File: src/rtl/adc_conversion_sequencer.sv
// Line-readout sequencer for a linear image sensor front-end.
// Runs a free-running pixel timebase (dummy preamble, then active pixels) and
// issues one ADC start-of-conversion pulse per channel per active pixel,
// dropping a pulse and flagging overrun when the ADC reports busy.
module adc_conversion_sequencer #(
  parameter int CICLOS_FORMAS_DE_ONDA = 8,
  parameter int PIXELES               = 2048,
  parameter int PIXELES_DUMMY         = 5,
  parameter int N_CANALES             = 1,
  parameter int ANCHO_PULSO           = 1
) (
  input  logic        i_clock,
  input  logic        i_reset_n,
  input  logic        i_enable,
  input  logic        i_start_line,
  input  logic        i_adc_busy,
  output logic        o_adc_start_conversion,
  output logic [2:0]  o_channel,
  output logic [15:0] o_pixel_index,
  output logic        o_line_active,
  output logic        o_line_done,
  output logic        o_overrun
);

  localparam int PHASE_W = (CICLOS_FORMAS_DE_ONDA > 2) ? $clog2(CICLOS_FORMAS_DE_ONDA) : 1;
  localparam int PW_W    = (ANCHO_PULSO > 1) ? $clog2(ANCHO_PULSO + 1) : 1;

  localparam logic [PHASE_W-1:0] PHASE_LAST = PHASE_W'(CICLOS_FORMAS_DE_ONDA - 1);
  localparam logic [15:0]        PIX_LAST   = 16'(PIXELES - 1);
  localparam logic [23:0]        DUMMY_LAST = 24'(PIXELES_DUMMY * CICLOS_FORMAS_DE_ONDA - 1);
  localparam logic [PW_W-1:0]    PULSE_LAST = PW_W'(ANCHO_PULSO - 1);

  // Every channel slot (2*ANCHO_PULSO wide) must fit inside one pixel period.
  if (CICLOS_FORMAS_DE_ONDA < 2 * ANCHO_PULSO * N_CANALES) begin : g_cfg_check
    $fatal(1, "adc_conversion_sequencer: CICLOS_FORMAS_DE_ONDA must be >= 2*ANCHO_PULSO*N_CANALES");
  end

  typedef enum logic [1:0] {
    S_IDLE,
    S_DUMMY,
    S_PIXEL,
    S_DONE
  } state_t;

  state_t             state;
  logic [PHASE_W-1:0] phase_cnt;
  logic [23:0]        dummy_cnt;
  logic [PW_W-1:0]    pulse_cnt;
  logic               rise_req;
  logic [2:0]         rise_ch;

  // Decide whether a start pulse is due to rise on the coming edge, i.e. the
  // phase after this edge lands on a channel slot inside the active region.
  always_comb begin
    rise_req = 1'b0;
    rise_ch  = 3'd0;
    case (state)
      S_IDLE:  rise_req = i_start_line && (PIXELES_DUMMY == 0);
      S_DUMMY: rise_req = (dummy_cnt == DUMMY_LAST);
      S_PIXEL: begin
        if (phase_cnt == PHASE_LAST) begin
          rise_req = (o_pixel_index != PIX_LAST);
        end else begin
          for (int k = 1; k < N_CANALES; k++) begin
            if (phase_cnt == PHASE_W'(k * 2 * ANCHO_PULSO - 1)) begin
              rise_req = 1'b1;
              rise_ch  = 3'(k);
            end
          end
        end
      end
      default: rise_req = 1'b0;
    endcase
  end

  // Sequencer FSM, timebase counters and registered outputs.
  always_ff @(posedge i_clock or negedge i_reset_n) begin
    if (!i_reset_n) begin
      state                  <= S_IDLE;
      phase_cnt              <= '0;
      dummy_cnt              <= '0;
      pulse_cnt              <= '0;
      o_adc_start_conversion <= 1'b0;
      o_channel              <= 3'd0;
      o_pixel_index          <= 16'd0;
      o_line_active          <= 1'b0;
      o_line_done            <= 1'b0;
      o_overrun              <= 1'b0;
    end else if (!i_enable) begin
      // Abort: back to idle with everything cleared; overrun is kept for inspection.
      state                  <= S_IDLE;
      phase_cnt              <= '0;
      dummy_cnt              <= '0;
      pulse_cnt              <= '0;
      o_adc_start_conversion <= 1'b0;
      o_channel              <= 3'd0;
      o_pixel_index          <= 16'd0;
      o_line_active          <= 1'b0;
      o_line_done            <= 1'b0;
    end else begin
      o_line_done <= 1'b0;

      case (state)
        S_IDLE: begin
          phase_cnt     <= '0;
          dummy_cnt     <= '0;
          o_pixel_index <= 16'd0;
          if (i_start_line) begin
            o_overrun     <= 1'b0;
            o_line_active <= 1'b1;
            state         <= (PIXELES_DUMMY == 0) ? S_PIXEL : S_DUMMY;
          end
        end
        S_DUMMY: begin
          if (dummy_cnt == DUMMY_LAST) begin
            state         <= S_PIXEL;
            dummy_cnt     <= '0;
            phase_cnt     <= '0;
            o_pixel_index <= 16'd0;
          end else begin
            dummy_cnt <= dummy_cnt + 1'b1;
          end
        end
        S_PIXEL: begin
          if (phase_cnt == PHASE_LAST) begin
            phase_cnt <= '0;
            if (o_pixel_index == PIX_LAST) begin
              state         <= S_DONE;
              o_pixel_index <= 16'd0;
              o_line_active <= 1'b0;
              o_line_done   <= 1'b1;
            end else begin
              o_pixel_index <= o_pixel_index + 1'b1;
            end
          end else begin
            phase_cnt <= phase_cnt + 1'b1;
          end
        end
        S_DONE: state <= S_IDLE;
        default: state <= S_IDLE;
      endcase

      if (o_adc_start_conversion) begin
        if (pulse_cnt == '0) begin
          o_adc_start_conversion <= 1'b0;
        end else begin
          pulse_cnt <= pulse_cnt - 1'b1;
        end
      end

      // A suppressed pulse leaves o_channel on the last pulse actually issued.
      // Placed last so a drop on the very first slot still sets overrun.
      if (rise_req) begin
        if (i_adc_busy) begin
          o_overrun <= 1'b1;
        end else begin
          o_adc_start_conversion <= 1'b1;
          pulse_cnt              <= PULSE_LAST;
          o_channel              <= rise_ch;
        end
      end
    end
  end

endmodule

File: config.mk
export PLATFORM = sky130hd
export DESIGN_NAME = adc_conversion_sequencer
export DESIGN_NICKNAME = d
export VERILOG_FILES = /design/src/rtl/adc_conversion_sequencer.sv
export SDC_FILE = /design/constraint.sdc
export NUM_CORES = 1
export LEC_CHECK = 0
export CORE_ASPECT_RATIO = 0.75
export CORE_MARGIN = 2
export CORE_UTILIZATION = 51
export CTS_CLUSTER_SIZE = 40
export DETAILED_ROUTE_END_ITERATION = 8
export HOLD_SLACK_MARGIN = 0.03
export PLACE_DENSITY_LB_ADDON = 0.1
export SLEW_MARGIN = 20
export SYNTH_ARGS = -nofsm -noshare
export SYNTH_HDL_FRONTEND = slang
export SYNTH_SLANG_ARGS = --single-unit
export TNS_END_PERCENT = 10
File: constraint.sdc
create_clock -name i_clock -period 2.1 [get_ports i_clock]
set_input_delay 0.21 -clock i_clock [delete_from_list [all_inputs] [get_ports i_clock]]
set_output_delay 0.21 -clock i_clock [all_outputs]
set_load 0.005 [all_outputs]
==> results.sh, run 1 <==
export IMPL_die_h_um=68.7
export IMPL_slew_viol_final=0
export IMPL_avgViaCountPerCell=5.86
export IMPL_synth_edf_count=0
export IMPL_yosys_top_cells_area="dfrtp_1, o31ai_1, xor2_1, nand3_1, nor2_1"
export IMPL_grt_pass1_vias=2426
export IMPL_drive_gt1_frac=0.265
export IMPL_clock_path_buffers=2
export IMPL_max_freq_mhz=434
export IMPL_arrival_ns=2.53
export IMPL_n_antenna_cell=0
export IMPL_setup_viol=38
export IMPL_gp_congestion=0.927
export IMPL_p_per_area_nw_per_um2=709
export IMPL_multi_input_area_sq_um=1690
export IMPL_area_delta_synth_final_pct=37.1
export IMPL_syn_area_per_cell_sq_um=9.29
export IMPL_die_area_sq_um=6200
export IMPL_setup_slack_ns=-0.206
export IMPL_clock_latency_ns=0.31
export IMPL_cp_max_fo=4
export IMPL_cp_cell_sequence="or4_4, or4_4, o21ba_4, or3_4, o41ai_2"
export IMPL_syn_cell_area_sq_um=2840
export IMPL_slew_headroom=0.633
export IMPL_io_pins=28
export IMPL_synthArstFlopShare=1.00
export IMPL_ys_top_cells_by_count="dfrtp_1, nor2_1, nand2_1"
export IMPL_fin_nets=392
export IMPL_port_buffer_count=24
export IMPL_final_hold_viol_count=0
export IMPL_cts_root_buffer="clkbuf_8"
export IMPL_power_uw=2770
export IMPL_status="finished, violations left"
export IMPL_routed_wl_um=7480
export IMPL_start_kind="register"
export IMPL_ys_flop_type="dfrtp_1"
export IMPL_cpPeakStageDelay_ns=0.53
export IMPL_post_route_min_period_ns=2.31
export IMPL_synth_top_area_frac=0.440
export IMPL_vias=2671
export IMPL_hold_path_class="input port to asynchronous set/reset pin"
export IMPL_ant_nets=0
export IMPL_finClkSkew_ns=0.0113
export IMPL_drc_errors=0
export IMPL_first_pass_iters=4
export IMPL_dp_hpwl_um=5350
export IMPL_htreeDepth=2
export IMPL_clkSinkCount=50
export IMPL_die_w_um=90.2
export IMPL_grt_pass1_wl_um=12300
export IMPL_rsz0062_at_grt="true"
export IMPL_grt_use_total=0.253
export IMPL_yosysWarningCount=0
export IMPL_ir_worst_vdd_mv=0.422
export IMPL_start_util=0.531
export IMPL_cts_tree="done"
export IMPL_final_area_sq_um=3900
export IMPL_critPathLaunch="dummy_cnt[17]$_DFFE_PN0P_"
export IMPL_fin_crit_sh=1.10
export IMPL_critPathKind="register to register"
export IMPL_grt_antenna_before_repair=0
export IMPL_cts_buffers=5
export IMPL_wl_per_cell_um=16.4
export IMPL_synth_ff_latch_count=50
export IMPL_yosys_area_top_type="dfrtp_1"
export IMPL_post_synth_num_cell_types=50
export IMPL_violations="negative setup slack"
export IMPL_synth_most_common_cell="dfrtp_1"
export IMPL_grt_max_degree=30
export IMPL_crit_top_cell="or4_4"
export IMPL_crit_slowest_cell="or4_4"
export IMPL_rr_startpoint="dummy_cnt[17]$_DFFE_PN0P_"
export IMPL_cp_data_required_time_ns=2.32
export IMPL_rows=23
export IMPL_n_fill_cell=404
export IMPL_seqCellArea_sq_um=1250
export IMPL_dr_first_iter_drc_count=233
export IMPL_syn_inst=306
export IMPL_core_region_area_sq_um=5350
export IMPL_overflow=0
export IMPL_max_slew_worst_pin_slew_ns=0.550
export IMPL_cts_clk_slew_worst_paths_ns=0.10
export IMPL_yosysSeqAreaShare=0.440
export IMPL_postPlaceCellArea_sq_um=3590
export IMPL_max_cap_viol_count=0
export IMPL_end_kind="register"
export IMPL_p_leak_uw=0.00167
## cell type report
| type | instances | area share |
|---|---|---|
| clock buffers | 5 | 0.0177 |
| clock inverters | 3 | 0.0112 |
| inverters | 8 | 0.00770 |
| multi-input cells | 233 | 0.433 |
| flip-flops and latches | 50 | 0.321 |
| well taps | 75 | 0.0241 |
| repair buffers | 82 | 0.185 |
## final timing paths
path / to / slack [ns] / cells past startpoint
setup / recovery: o_pixel_index[6]$_DFFE_PN0P_ / -0.21 / 5
hold / removal: o_pixel_index[14]$_DFFE_PN0P_ / 0.40 / 2
setup reg to reg: o_pixel_index[6]$_DFFE_PN0P_ / -0.21 / 5
hold reg to reg: pulse_cnt$_DFF_PN0_ / 0.47 / 1
max in group asynchronous: pulse_cnt$_DFF_PN0_ / 1.15 / 3
min in group i_clock: pulse_cnt$_DFF_PN0_ / 0.47 / 1
## report_power, final
group / switching, uW / internal, uW / total (uW)
registers: 37.1 / 1000 / 1040
clock network: 347 / 358 / 705
logic: 595 / 426 / 1020
## state kept, by name (all words and copies together), names as in the netlist
| signal | cells |
|---|---|
| dummy_cnt | 24 |
| o_pixel_index | 16 |
| phase_cnt | 3 |
| state | 2 |
| o_adc_start_conversion | 1 |
| o_line_active | 1 |
| o_line_done | 1 |
| o_overrun | 1 |
| pulse_cnt | 1 |
## metrics by stage
stage                     worst slack [ns]  setup TNS, ns   util  hold WS, ns  cells
after floorplan                     -0.123          -2.19      -      -0.0856    308
after global placement              -0.183          -3.41  0.670        0.214    446
after detailed placement            -0.223          -4.05  0.670        0.218    446
after CTS                           -0.199          -3.26  0.708        0.402    456
after global routing                -0.268          -6.06  0.728        0.430    456
final                               -0.206          -3.44  0.728        0.399    456
## logic make-up after synthesis
family,Yosys count,share of synthesized area
AOI/OAI and AO/OA,65,0.165
buffers and inverters,25,0.0436
and+or+nand+nor,137,0.251
adders and majority gates,7,0.0308
other,1,0.00132
DFF,50,0.440
xor gates and xnor gates,16,0.0493
muxes,5,0.0189
## cells in the final DEF (no fill, tap or decap), types with 3 or more instances in the layout
| cell type | instances |
|---|---|
| clkbuf_8 | 5 |
| o31ai_1 | 15 |
| o31ai_2 | 6 |
| o21ai_0 | 5 |
| nor2_1 | 27 |
| or4_4 | 3 |
| nor3b_1 | 3 |
| clkdlybuf4s50_1 | 23 |
| and3_1 | 9 |
| buf_6 | 3 |
| buf_4 | 51 |
| conb_1 | 3 |
| xor2_1 | 14 |
| nand4_1 | 10 |
| buf_12 | 3 |
| o21ai_1 | 5 |
| a31oi_1 | 5 |
| dfrtp_1 | 50 |
| ha_1 | 7 |
| nor3_1 | 11 |
| a211oi_1 | 6 |
| and4_1 | 3 |
| and2_1 | 3 |
| nand2_1 | 27 |
| o31ai_4 | 5 |
| inv_1 | 8 |
| nor4_1 | 6 |
| o21ai_2 | 3 |
| nand3_1 | 21 |
## timing repair
item / 4_1_cts / 5_1_grt
endpoints found under the setup margin: 43 / 47
buffers inserted: 1 / 0
hold buffers: 1 / 0
pin swaps: 4 / 3
gates resized for setup: 16 / 25
endpoints found under the hold margin: 21 / 0
cloned: 0 / 0
## worst max-delay path, delay by kind of cell, from the launching register on
kind | cells | cell delay, ns
compound gates | 2 | 0.44
flops | 1 | 0.40
simple gates | 3 | 1.37
## routing by layer
layer	up-vias	GRT usage	wire (um)
met4	0	0.0596	66
met2	87	0.366	3150
met3	6	0.0467	537
li1	1275	-	-
met1	1303	0.392	3720
met5	-	0	0
Note: power is estimated with default switching activity, not from simulation.
==> run 2: changes to the inputs <==
CORE_MARGIN = not set   (was 2)
==> results.sh, run 2 (synthesized netlist as in run 1, its figures left out) <==
export IMPL_grt_antenna_before_repair=0
export IMPL_fin_util=0.711
export IMPL_clock_latency_ns=0.31
export IMPL_setup_slack_ns=-0.191
export IMPL_io_pins=28
export IMPL_reg_top3="dummy_cnt (24), o_pixel_index (16), phase_cnt (3)"
export IMPL_cts_buffers=5
export IMPL_critPathKind="register to register"
export IMPL_max_cap_viol_count=0
export IMPL_rsz0062_at_grt="true"
export IMPL_cts_tree="done"
export IMPL_htreeDepth=2
export IMPL_die_h_um=66.7
export IMPL_largest_reg_flops=24
export IMPL_drive_gt1_frac=0.246
export IMPL_grt_max_degree=51
export IMPL_grt_pass1_vias=2437
export IMPL_cp_data_required_time_ns=2.31
export IMPL_vias=2599
export IMPL_slew_viol_final=0
export IMPL_overflow=0
export IMPL_fin_crit_sh=1.09
export IMPL_grt_pass1_wl_um=12100
export IMPL_dp_cells=438
export IMPL_slew_headroom=0.572
export IMPL_final_hold_viol_count=0
export IMPL_hp_start="o_adc_start_conversion$_DFF_PN0_"
export IMPL_finClkSkew_ns=0.00937
export IMPL_core_region_area_sq_um=5350
export IMPL_clkSinkCount=50
export IMPL_rows=23
export IMPL_stdcell_count=449
export IMPL_status="finished, violations left"
export IMPL_avgViaCountPerCell=5.79
export IMPL_port_buffer_count=24
export IMPL_cts_clk_slew_worst_paths_ns=0.10
export IMPL_hold_path_class="register to register"
export IMPL_p_leak_uw=0.00160
export IMPL_max_slew_worst_pin_slew_ns=0.643
export IMPL_violations="negative setup slack"
export IMPL_p_per_area_nw_per_um2=694
export IMPL_dr_first_iter_drc_count=152
export IMPL_setup_viol=39
export IMPL_start_kind="register"
export IMPL_rr_startpoint="dummy_cnt[17]$_DFFE_PN0P_"
export IMPL_end_kind="register"
export IMPL_first_pass_iters=4
export IMPL_wl_per_cell_um=16.6
export IMPL_critPathLaunch="dummy_cnt[17]$_DFFE_PN0P_"
export IMPL_ant_nets=0
export IMPL_fin_nets=385
export IMPL_clock_path_buffers=2
export IMPL_area_delta_synth_final_pct=33.7
export IMPL_cp_max_fo=4
export IMPL_most_common_layout_cells="dfrtp_1, buf_4, nand2_1, nor2_1, clkdlybuf4s50_1"
export IMPL_die_area_sq_um=5880
export IMPL_grt_use_total=0.272
export IMPL_arrival_ns=2.50
export IMPL_gp_congestion=0.912
export IMPL_max_freq_mhz=436
export IMPL_n_antenna_cell=0
export IMPL_dp_hpwl_um=5140
export IMPL_final_common_cell="dfrtp_1"
export IMPL_drc_errors=0
export IMPL_post_route_min_period_ns=2.29
export IMPL_tns_ns=-3.17
export IMPL_start_util=0.531
export IMPL_cts_root_buffer="clkbuf_8"
export IMPL_die_w_um=88.2
export IMPL_regMostFlops="dummy_cnt"
export IMPL_routed_wl_um=7470
export IMPL_ir_worst_vdd_mv=0.425
-- run 2: cell types whose count changed in the layout (fill, tap and decap cells not counted), sizes merged --
cell    change
clkbuf      +2
bufinv      -1
buf         -7
inv         -1
-- run 2: path summary, 6_finish.rpt --
kind,slack (ns),cells past startpoint,to
max,-0.19,5,o_pixel_index[6]$_DFFE_PN0P_
min,0.45,1,pulse_cnt$_DFF_PN0_
max reg2reg,-0.19,5,o_pixel_index[6]$_DFFE_PN0P_
min reg2reg,0.45,1,pulse_cnt$_DFF_PN0_
max in group asynchronous,1.13,3,dummy_cnt[13]$_DFFE_PN0P_
min in group asynchronous,0.55,3,o_pixel_index[10]$_DFFE_PN0P_
-- run 2: routing by layer --
| metal | track usage | part of all wire | up-vias | routed length (um) |
|---|---|---|---|---|
| li1 | - | - | 1262 | - |
| met5 | 0 | 0 | - | 0 |
| met1 | 0.408 | 0.52 | 1260 | 3850 |
| met2 | 0.390 | 0.43 | 66 | 3190 |
| met4 | 0.0766 | 0.014 | 0 | 104 |
| met3 | 0.0570 | 0.043 | 11 | 318 |
-- run 2: final cells by class --
class / count / area, sq um
well taps: 75 / 93.8
multi-input cells: 233 / 1680
repair buffers: 75 / 653
clock inverters: 1 / 5.00
inverters: 8 / 30.0
fillers: 423 / 1550
flip-flops and latches: 50 / 1250
clock buffers: 7 / 86.3
-- run 2: report_power, final --
group / switching [uW] / internal [uW] / total (uW) / leakage [uW]
logic: 593 / 413 / 1010 / 0.000861
clock network: 327 / 267 / 593 / 0.0000482
registers: 36.7 / 1000 / 1040 / 0.000696
total: 956 / 1680 / 2640 / 0.00160
-- run 2: per-stage QoR --
step	power [uW]	instance area (sq um)	hold WS, ns	worst slack (ns)
6_report	2640	3800	0.448	-0.191
5_1_grt	2770	3800	0.480	-0.238
4_1_cts	2580	3720	0.450	-0.175
3_3_place_gp	1900	3520	0.359	-0.201
3_5_place_dp	1920	3520	0.364	-0.259
2_1_floorplan	1580	2900	-0.0856	-0.123
-- run 2: repair_timing --
item | CTS | global route
resized for setup | 21 | 16
hold buffers | 1 | 0
buffers inserted | 2 | 0
setup endpoints to repair | 45 | 45
hold endpoints to repair | 5 | 0
pin swaps | 5 | 2
-- run 2: worst max-delay path, stage by stage, from the launching register on --
cell	delay (ns)
dfrtp_1	0.39
or4_1	0.52
or4_4	0.45
o21ba_4	0.24
or3_4	0.40
o41ai_2	0.21
